### src/rtl/lsf_pkg.sv
// lsf_pkg: shared types and helpers for the level sensor filter.
//   lsf_state_t : validity FSM states (OK, SUSPECT, FAULT)
//   lsf_valid() : true for the thermometer codes 000, 001, 011, 111
package lsf_pkg;

   typedef enum logic [1:0] {
      ST_OK      = 2'd0,
      ST_SUSPECT = 2'd1,
      ST_FAULT   = 2'd2
   } lsf_state_t;

   function automatic logic lsf_valid(input logic [2:0] code);
      logic ok;
      ok = 1'b0;
      case (code)
         3'b000, 3'b001, 3'b011, 3'b111: ok = 1'b1;
         default:                        ok = 1'b0;
      endcase
      return ok;
   endfunction

endpackage

### src/rtl/lsf_debounce.sv
// lsf_debounce: single-bit 2-flop synchronizer followed by a debouncer.
//   clk   : rising-edge clock
//   reset : synchronous, active-high
//   raw   : asynchronous contact input
//   db    : accepted (debounced) value; changes only after the synchronized
//           input has differed from it for DEBOUNCE_CYCLES consecutive samples
module lsf_debounce #(
   parameter int unsigned DEBOUNCE_CYCLES = 4
) (
   input  logic clk,
   input  logic reset,
   input  logic raw,
   output logic db
);

   localparam int unsigned CNT_W = $clog2(DEBOUNCE_CYCLES + 1);

   logic             sync1;
   logic             sync2;
   logic [CNT_W-1:0] cnt;

   always_ff @(posedge clk) begin
      if (reset) begin
         sync1 <= 1'b0;
         sync2 <= 1'b0;
         db    <= 1'b0;
         cnt   <= '0;
      end else begin
         sync1 <= raw;
         sync2 <= sync1;
         if (sync2 == db) begin
            cnt <= '0;
         end else if (cnt == CNT_W'(DEBOUNCE_CYCLES - 1)) begin
            // this sample is the DEBOUNCE_CYCLES-th consecutive difference
            db  <= sync2;
            cnt <= '0;
         end else if (cnt != '1) begin
            cnt <= cnt + 1'b1;
         end
      end
   end

endmodule

### src/rtl/level_sensor_filter.sv
// level_sensor_filter: filters three raw reservoir level contacts into a
// thermometer-coded level for the flow controller.
//   clk       : rising-edge clock
//   reset     : synchronous, active-high
//   raw_s     : raw contacts, bit i = water above sensor i (asynchronous)
//   s         : filtered level, updated only from valid debounced codes
//   level_chg : one-cycle pulse in the cycle s takes a new value
//   fault     : high while the validity FSM is in FAULT
// Build option: define LSF_STICKY_FAULT_EN to make FAULT absorbing (fault
// stays high and s stays frozen until reset).
module level_sensor_filter
   import lsf_pkg::*;
#(
   parameter int unsigned DEBOUNCE_CYCLES = 4,
   parameter int unsigned FAULT_CYCLES    = 8
) (
   input  logic       clk,
   input  logic       reset,
   input  logic [2:0] raw_s,
   output logic [2:0] s,
   output logic       level_chg,
   output logic       fault
);

`ifdef LSF_STICKY_FAULT_EN
   localparam bit STICKY = 1'b1;
`else
   localparam bit STICKY = 1'b0;
`endif

   localparam int unsigned FCNT_W = $clog2(FAULT_CYCLES + 1);

   logic [2:0]        db;
   logic              db_ok;
   logic              s_upd;
   lsf_state_t        state_q, state_d;
   logic [FCNT_W-1:0] fcnt_q, fcnt_d;

   for (genvar i = 0; i < 3; i++) begin : g_bit
      lsf_debounce #(
         .DEBOUNCE_CYCLES(DEBOUNCE_CYCLES)
      ) u_db (
         .clk  (clk),
         .reset(reset),
         .raw  (raw_s[i]),
         .db   (db[i])
      );
   end

   assign db_ok = lsf_valid(db);
   assign fault = (state_q == ST_FAULT);

   always_ff @(posedge clk) begin
      if (reset) begin
         state_q <= ST_OK;
         fcnt_q  <= '0;
      end else begin
         state_q <= state_d;
         fcnt_q  <= fcnt_d;
      end
   end

   // fcnt counts invalid cycles spent in SUSPECT
   always_comb begin
      state_d = state_q;
      fcnt_d  = fcnt_q;
      unique case (state_q)
         ST_OK: begin
            fcnt_d = '0;
            if (!db_ok) state_d = ST_SUSPECT;
         end
         ST_SUSPECT: begin
            if (db_ok) begin
               state_d = ST_OK;
               fcnt_d  = '0;
            end else if (fcnt_q == FCNT_W'(FAULT_CYCLES - 1)) begin
               state_d = ST_FAULT;
               fcnt_d  = '0;
            end else if (fcnt_q != '1) begin
               fcnt_d = fcnt_q + 1'b1;
            end
         end
         ST_FAULT: begin
            fcnt_d = '0;
            if (db_ok && !STICKY) state_d = ST_OK;
         end
         default: begin
            state_d = ST_OK;
            fcnt_d  = '0;
         end
      endcase
   end

   assign s_upd = db_ok && !(STICKY && (state_q == ST_FAULT));

   always_ff @(posedge clk) begin
      if (reset) begin
         s         <= '0;
         level_chg <= 1'b0;
      end else begin
         level_chg <= 1'b0;
         if (s_upd) begin
            s         <= db;
            level_chg <= (db != s);
         end
      end
   end

endmodule

### config.mk
export PLATFORM = sky130hd
export DESIGN_NAME = level_sensor_filter
export DESIGN_NICKNAME = d
export VERILOG_FILES = /design/src/rtl/lsf_pkg.sv /design/src/rtl/lsf_debounce.sv /design/src/rtl/level_sensor_filter.sv
export SDC_FILE = /design/constraint.sdc
export NUM_CORES = 1
export LEC_CHECK = 0
export BUFFER_PORTS_ARGS = -buffer_cell sky130_fd_sc_hd__buf_2
export CAP_MARGIN = 40
export CORE_MARGIN = 2
export CORE_UTILIZATION = 57
export CTS_CLUSTER_DIAMETER = 30
export CTS_CLUSTER_SIZE = 24
export DETAILED_ROUTE_END_ITERATION = 16
export PLACE_DENSITY = 0.76
export REMOVE_ABC_BUFFERS = 1
export SYNTH_ARGS = -nofsm -noshare
export SYNTH_HDL_FRONTEND = slang
export SYNTH_HIERARCHICAL = 1
export SYNTH_SLANG_ARGS = --single-unit
### constraint.sdc
create_clock -name clk -period 1.7 [get_ports clk]
set_input_delay 0.34 -clock clk [delete_from_list [all_inputs] [get_ports clk]]
set_output_delay 0.34 -clock clk [all_outputs]
set_load 0.02 [all_outputs]
## Word-level counts from Yosys, hierarchy flattened

Index checks and enable logic that the tools add are counted.

- Add/sub/neg operators: 4
- Equality and inequality tests: 20
- Multiplexer cells: 6
- Bitwise gates (word level): 5
- Reductions and logical operators: 12

Operators by type and width:

| kind | number |
|---|---|
| 3-bit by 2-bit == test with 1-bit output, second input constant | 4 |
| 3-bit != test, second input constant | 4 |
| 3-bit by 1-bit adder with 3-bit output, second input constant | 3 |
| 3-bit OR reduction | 3 |
| 2-bit 2-to-1 mux | 4 |
| 4-bit OR reduction | 2 |
| 2-bit case mux with 3 select lines | 1 |
| 2-bit AND reduction | 3 |
| 1-bit inverter | 5 |
| 4-bit by 1-bit adder with 4-bit output, second input constant | 1 |
| 4-bit by 3-bit == test with 1-bit output, second input constant | 1 |
| 4-bit != test, second input constant | 1 |
| 1-bit == test | 3 |
| 3-bit by 1-bit == test with 1-bit output, second input constant | 1 |
| 3-bit == test, second input constant | 1 |
| 3-bit zero test | 1 |
| 3-bit != test | 1 |
| 3-bit AND reduction | 1 |
| 2-bit by 1-bit == test with 1-bit output, second input constant | 1 |
| 2-bit == test, second input constant | 1 |
| 2-bit zero test | 1 |
| 2-bit by 1-bit != test with 1-bit output, second input constant | 1 |
| 2-bit != test, second input constant | 1 |
| 2-bit OR reduction | 1 |
| 1-bit 2-to-1 mux | 1 |

- Register bits after elaboration: 28
- Input bits: 5
- Output and inout bits: 5
- Logic and storage cells: 63

## Longest topological paths before layout

- Depth in word-level cells: 5
- Depth in mapped cells: 4
- Gate-level depth less buffers: 4

## By module

Netlist, hierarchy kept.

By module, submodules not included:

| module | instances | cells an instance | area each (µm²) | seq. area each (µm²) |
|---|---|---|---|---|
| lsf_debounce | 3 | 22 | 252.7 | 120.1 |
| level_sensor_filter | 1 | 56 | 504.2 | 200.2 |

## Least setup slack after synthesis

OpenSTA, ideal clock, no wires.

- Path type: register -> register
- From: reg g_bit[0].u_db.cnt[0]
- To: reg g_bit[0].u_db.cnt[2]
- Setup time: 0.103 ns
- Arrival: 1.293 ns
- Data required time: 1.597 ns
- Setup slack: 0.304 ns
- Cell stages (with the launch flop): 5
- Buffers on the path: 0
- Clock period less this slack: 1.396 ns
- Cell sequence: dfxtp_1 > ha_1 > ha_1 > or2_1 > a2111oi_2

- Cells in the longest elaborated chain, start to end: 2

Ends and longest elaborated chain:

| what | line | source |
|---|---|---|
| from (decl) | lsf_debounce.sv:20 | `logic [CNT_W-1:0] cnt;` |
| from (signal assigned) | lsf_debounce.sv:38 | `cnt <= cnt + 1'b1;` |
| branches (longest 2 deep; another with 3-bit by 1-bit adder with 3-bit output) | n/a |  |

Several ways; the timed one is not identified.
A chain may end at the register's enable or synchronous reset.

## Worst setup path in the final report

- From: reg g_bit[1].u_db.cnt[0]
- To: reg g_bit[1].u_db.cnt[2]

- Cells in the longest elaborated chain, start to end: 2

Ends and longest elaborated chain:

| what | line |
|---|---|
| from (decl) | lsf_debounce.sv:20 |
| from (signal assigned) | lsf_debounce.sv:38 |
| branches (longest 2 deep; another with 3-bit by 1-bit adder with 3-bit output) | n/a |

Several ways; the timed one is not identified.

==> reports/qor.csv <==
metric,value,unit
status,"finished, final reports clean",
avgViaCountPerCell,5.375,
clock-root-buffer,clkbuf_4,
cts_tree,built,
use_met3,2.632,%
cp-end-kind,register,
clk_latency,310,ps
synth-edff-count,0,
worstSetupPathType,reg -> reg,
drv_slew,0,
crit_path_max_incr_delay,350,ps
io_pins,10,
hold_buffers,0,
path_max_fanout,4,
antenna_found_initial,0,
cpMostUsedCell,ha_1,
ys_warn_count,6,
yosysSeqAreaShare,44.40,%
async_flop_share,0,%
clkTransAtPathRegs,130,ps
fmax,0.6688,GHz
drc,0,
gp_congestion,0.7852,
htreeDepth,1,
grt_pass1_wl,3125,µm
grt_max_degree,24,
io_buffer_count,9,
met1_usage,20.30,%
synthTopCellsByCount,"28 x dfxtp_1, 10 x ha_1, 8 x nor2b_1, 7 x nand2_1, 7 x nor2_1",
final_nets,149,
layout-drive-gt1-share,14.39,%
totalPowerFinal,951.5,µW
cp-start-kind,register,
max_cap_viol_count,0,
arrival,1710,ps
first_pass_iters,4,
fin_worst_skew,1.186,ps
final_cell_count_no_fill,160,
synth_ff_type,dfxtp_1,
wire_per_inst,11.18,µm
vias,860,
tightest_slew,462.1,ps
ctsResizeCount,0,
nFillCells,185,
clockBufferDepth,2,
fp.coreArea,0.002148,mm²
busiest_layer,met2,
grtUsageMet2,26.41,%
wirelength,1788,µm
hold_viol,0,
rows,17,
yosysTopAreaCellShare,44.40,%
finalCritPeriodShare,87.95,%
postRouteAntennaNets,0,
fp.dieW,51.06,µm
synth_seq_cells,28,
post_cts_buffers,0,
cts.sinks,28,
multi_input_area,656.9,µm²
yosysMostFrequentCell,dfxtp_1,
area_delta_synth_final,6.343,%
ir_drop,0.0005399,V
powerDensity,708.8,mW/mm²
syn-cell-area,0.001262,mm²
rsz0062_at_grt,false,
dieArea,0.002607,mm²
start_util,58.77,%
ys_types,30,
final_util,62.49,%
area.sequential,560.5,µm²
critical_path_required,1920,ps
dieHeight,51.06,µm
grtUsageTotal,16.07,%
leakagePower,0.5132,nW
crit_path_top_delay_cell,dfxtp_1,
setup_tns,0,ps
dp.cells,157,
numCtsBuffers,3,
synth_cells,122,
hold_path_class,in -> reg,
period_needed,1495,ps
setup_viol,0,
dp_hpwl,1299,µm
antennaDiodeCount,0,
path_cells,ha_1 > ha_1 > or2_1 > a2111oi_2,
synthTopCellsByArea,"dfxtp_1 44%, ha_1 9.9%, mux2i_1 4.8%, nor2b_1 4.0%, a2111oi_2 3.6%",
post_synth.cell_area_avg,10.35,µm²
slew_headroom,69.15,%
drtIter0Drc,6,
grt_pass1_vias,773,
yosysTopAreaCell,dfxtp_1,
grt.overflow.total,0,
-- stage by stage --
step	hold slack, ps	setup WS, ps	instance area [µm²]
final	229.2	204.8	1343
after global routing	227.7	110.8	1343
after CTS	214.8	187.2	1343
after detailed placement	428.2	214.3	1320
after global placement	419.4	274.3	1320
after floorplan	408.5	303.6	1240
-- critical path, delay by kind of cell, from the launching register on --
kind / cells / cell delay, ps
and+or+nand+nor: 1 / 250
DFF: 1 / 350
adders and majority gates: 2 / 460
AOI/OAI and AO/OA: 1 / 350
-- cell type report --
class                      instances  area share, %
timing repair buffer               9          3.355
clock buffer                       3          1.678
tap                               28          2.610
inverter                           6          1.678
multi-input combinational         86          48.93
sequential                        28          41.75
-- where the power goes --
part | total, mW | switching (mW) | internal [mW] | leakage [nW]
clock | 0.255 | 0.172 | 0.0828 | 0.0138
sequential | 0.669 | 0.00407 | 0.665 | 0.227
combinational | 0.0277 | 0.0158 | 0.0119 | 0.272
total | 0.952 | 0.192 | 0.760 | 0.513
-- cells in the final DEF, fill, tap and decap left out, types with 2 or more instances in the layout --
| master | netlist | layout |
|---|---|---|
| xnor2_1 | 5 | 5 |
| mux2i_1 | 6 | 6 |
| a21oi_1 | 6 | 6 |
| clkbuf_4 | 0 | 3 |
| dfxtp_1 | 28 | 28 |
| nor4_1 | 6 | 6 |
| nor2b_1 | 8 | 8 |
| buf_2 | 0 | 9 |
| o21ai_0 | 2 | 2 |
| nand4_1 | 4 | 4 |
| nand2_1 | 7 | 7 |
| or2_1 | 3 | 3 |
| a211oi_1 | 2 | 2 |
| inv_1 | 6 | 6 |
| ha_1 | 10 | 10 |
| a2111oi_2 | 3 | 3 |
| xor2_1 | 4 | 4 |
| nor2_1 | 7 | 7 |
-- per-layer routing --
metal	part of all wire, %	routed length (µm)
met1	48	855
met3	2.0	35
met4	0.89	16
met5	0	0
met2	49	882
-- cell families (layout without fill, tap and decap cells) --
group,Yosys count,in the layout,share of synthesized area [%]
buf+inv,8,18,3.568
mux,6,6,4.757
fa+ha+maj,10,10,9.911
flops,28,28,44.40
xor+xnor,9,9,6.243
compound gates,17,17,10.70
simple gates,44,44,20.42
-- registers in the layout, indices dropped and copies added (netlist names) --
register / count
fcnt_q: 4
g_bit.u_db/db: 3
g_bit.u_db/sync2: 3
s: 3
g_bit.u_db/sync1: 3
state_q: 2
g_bit.u_db/cnt: 9
level_chg: 1
-- final timing paths --
| kind | from | to | slack [ps] | depth (start not counted) |
|---|---|---|---|---|
| worst min register to register | state_q[1]$_SDFFE_PP0P_ | state_q[0]$_SDFFE_PP0P_ | 450 | 1 |
| worst max-delay path | g_bit[1].u_db/cnt[0]$_SDFFE_PP0P_ | g_bit[1].u_db/cnt[2]$_SDFFE_PP0P_ | 200 | 4 |
| worst min-delay path | raw_s[1] | g_bit[1].u_db/sync1$_SDFF_PP0_ | 230 | 2 |
| worst max register to register | g_bit[1].u_db/cnt[0]$_SDFFE_PP0P_ | g_bit[1].u_db/cnt[2]$_SDFFE_PP0P_ | 200 | 4 |
No activity file was read; power rests on OpenSTA's default activity.
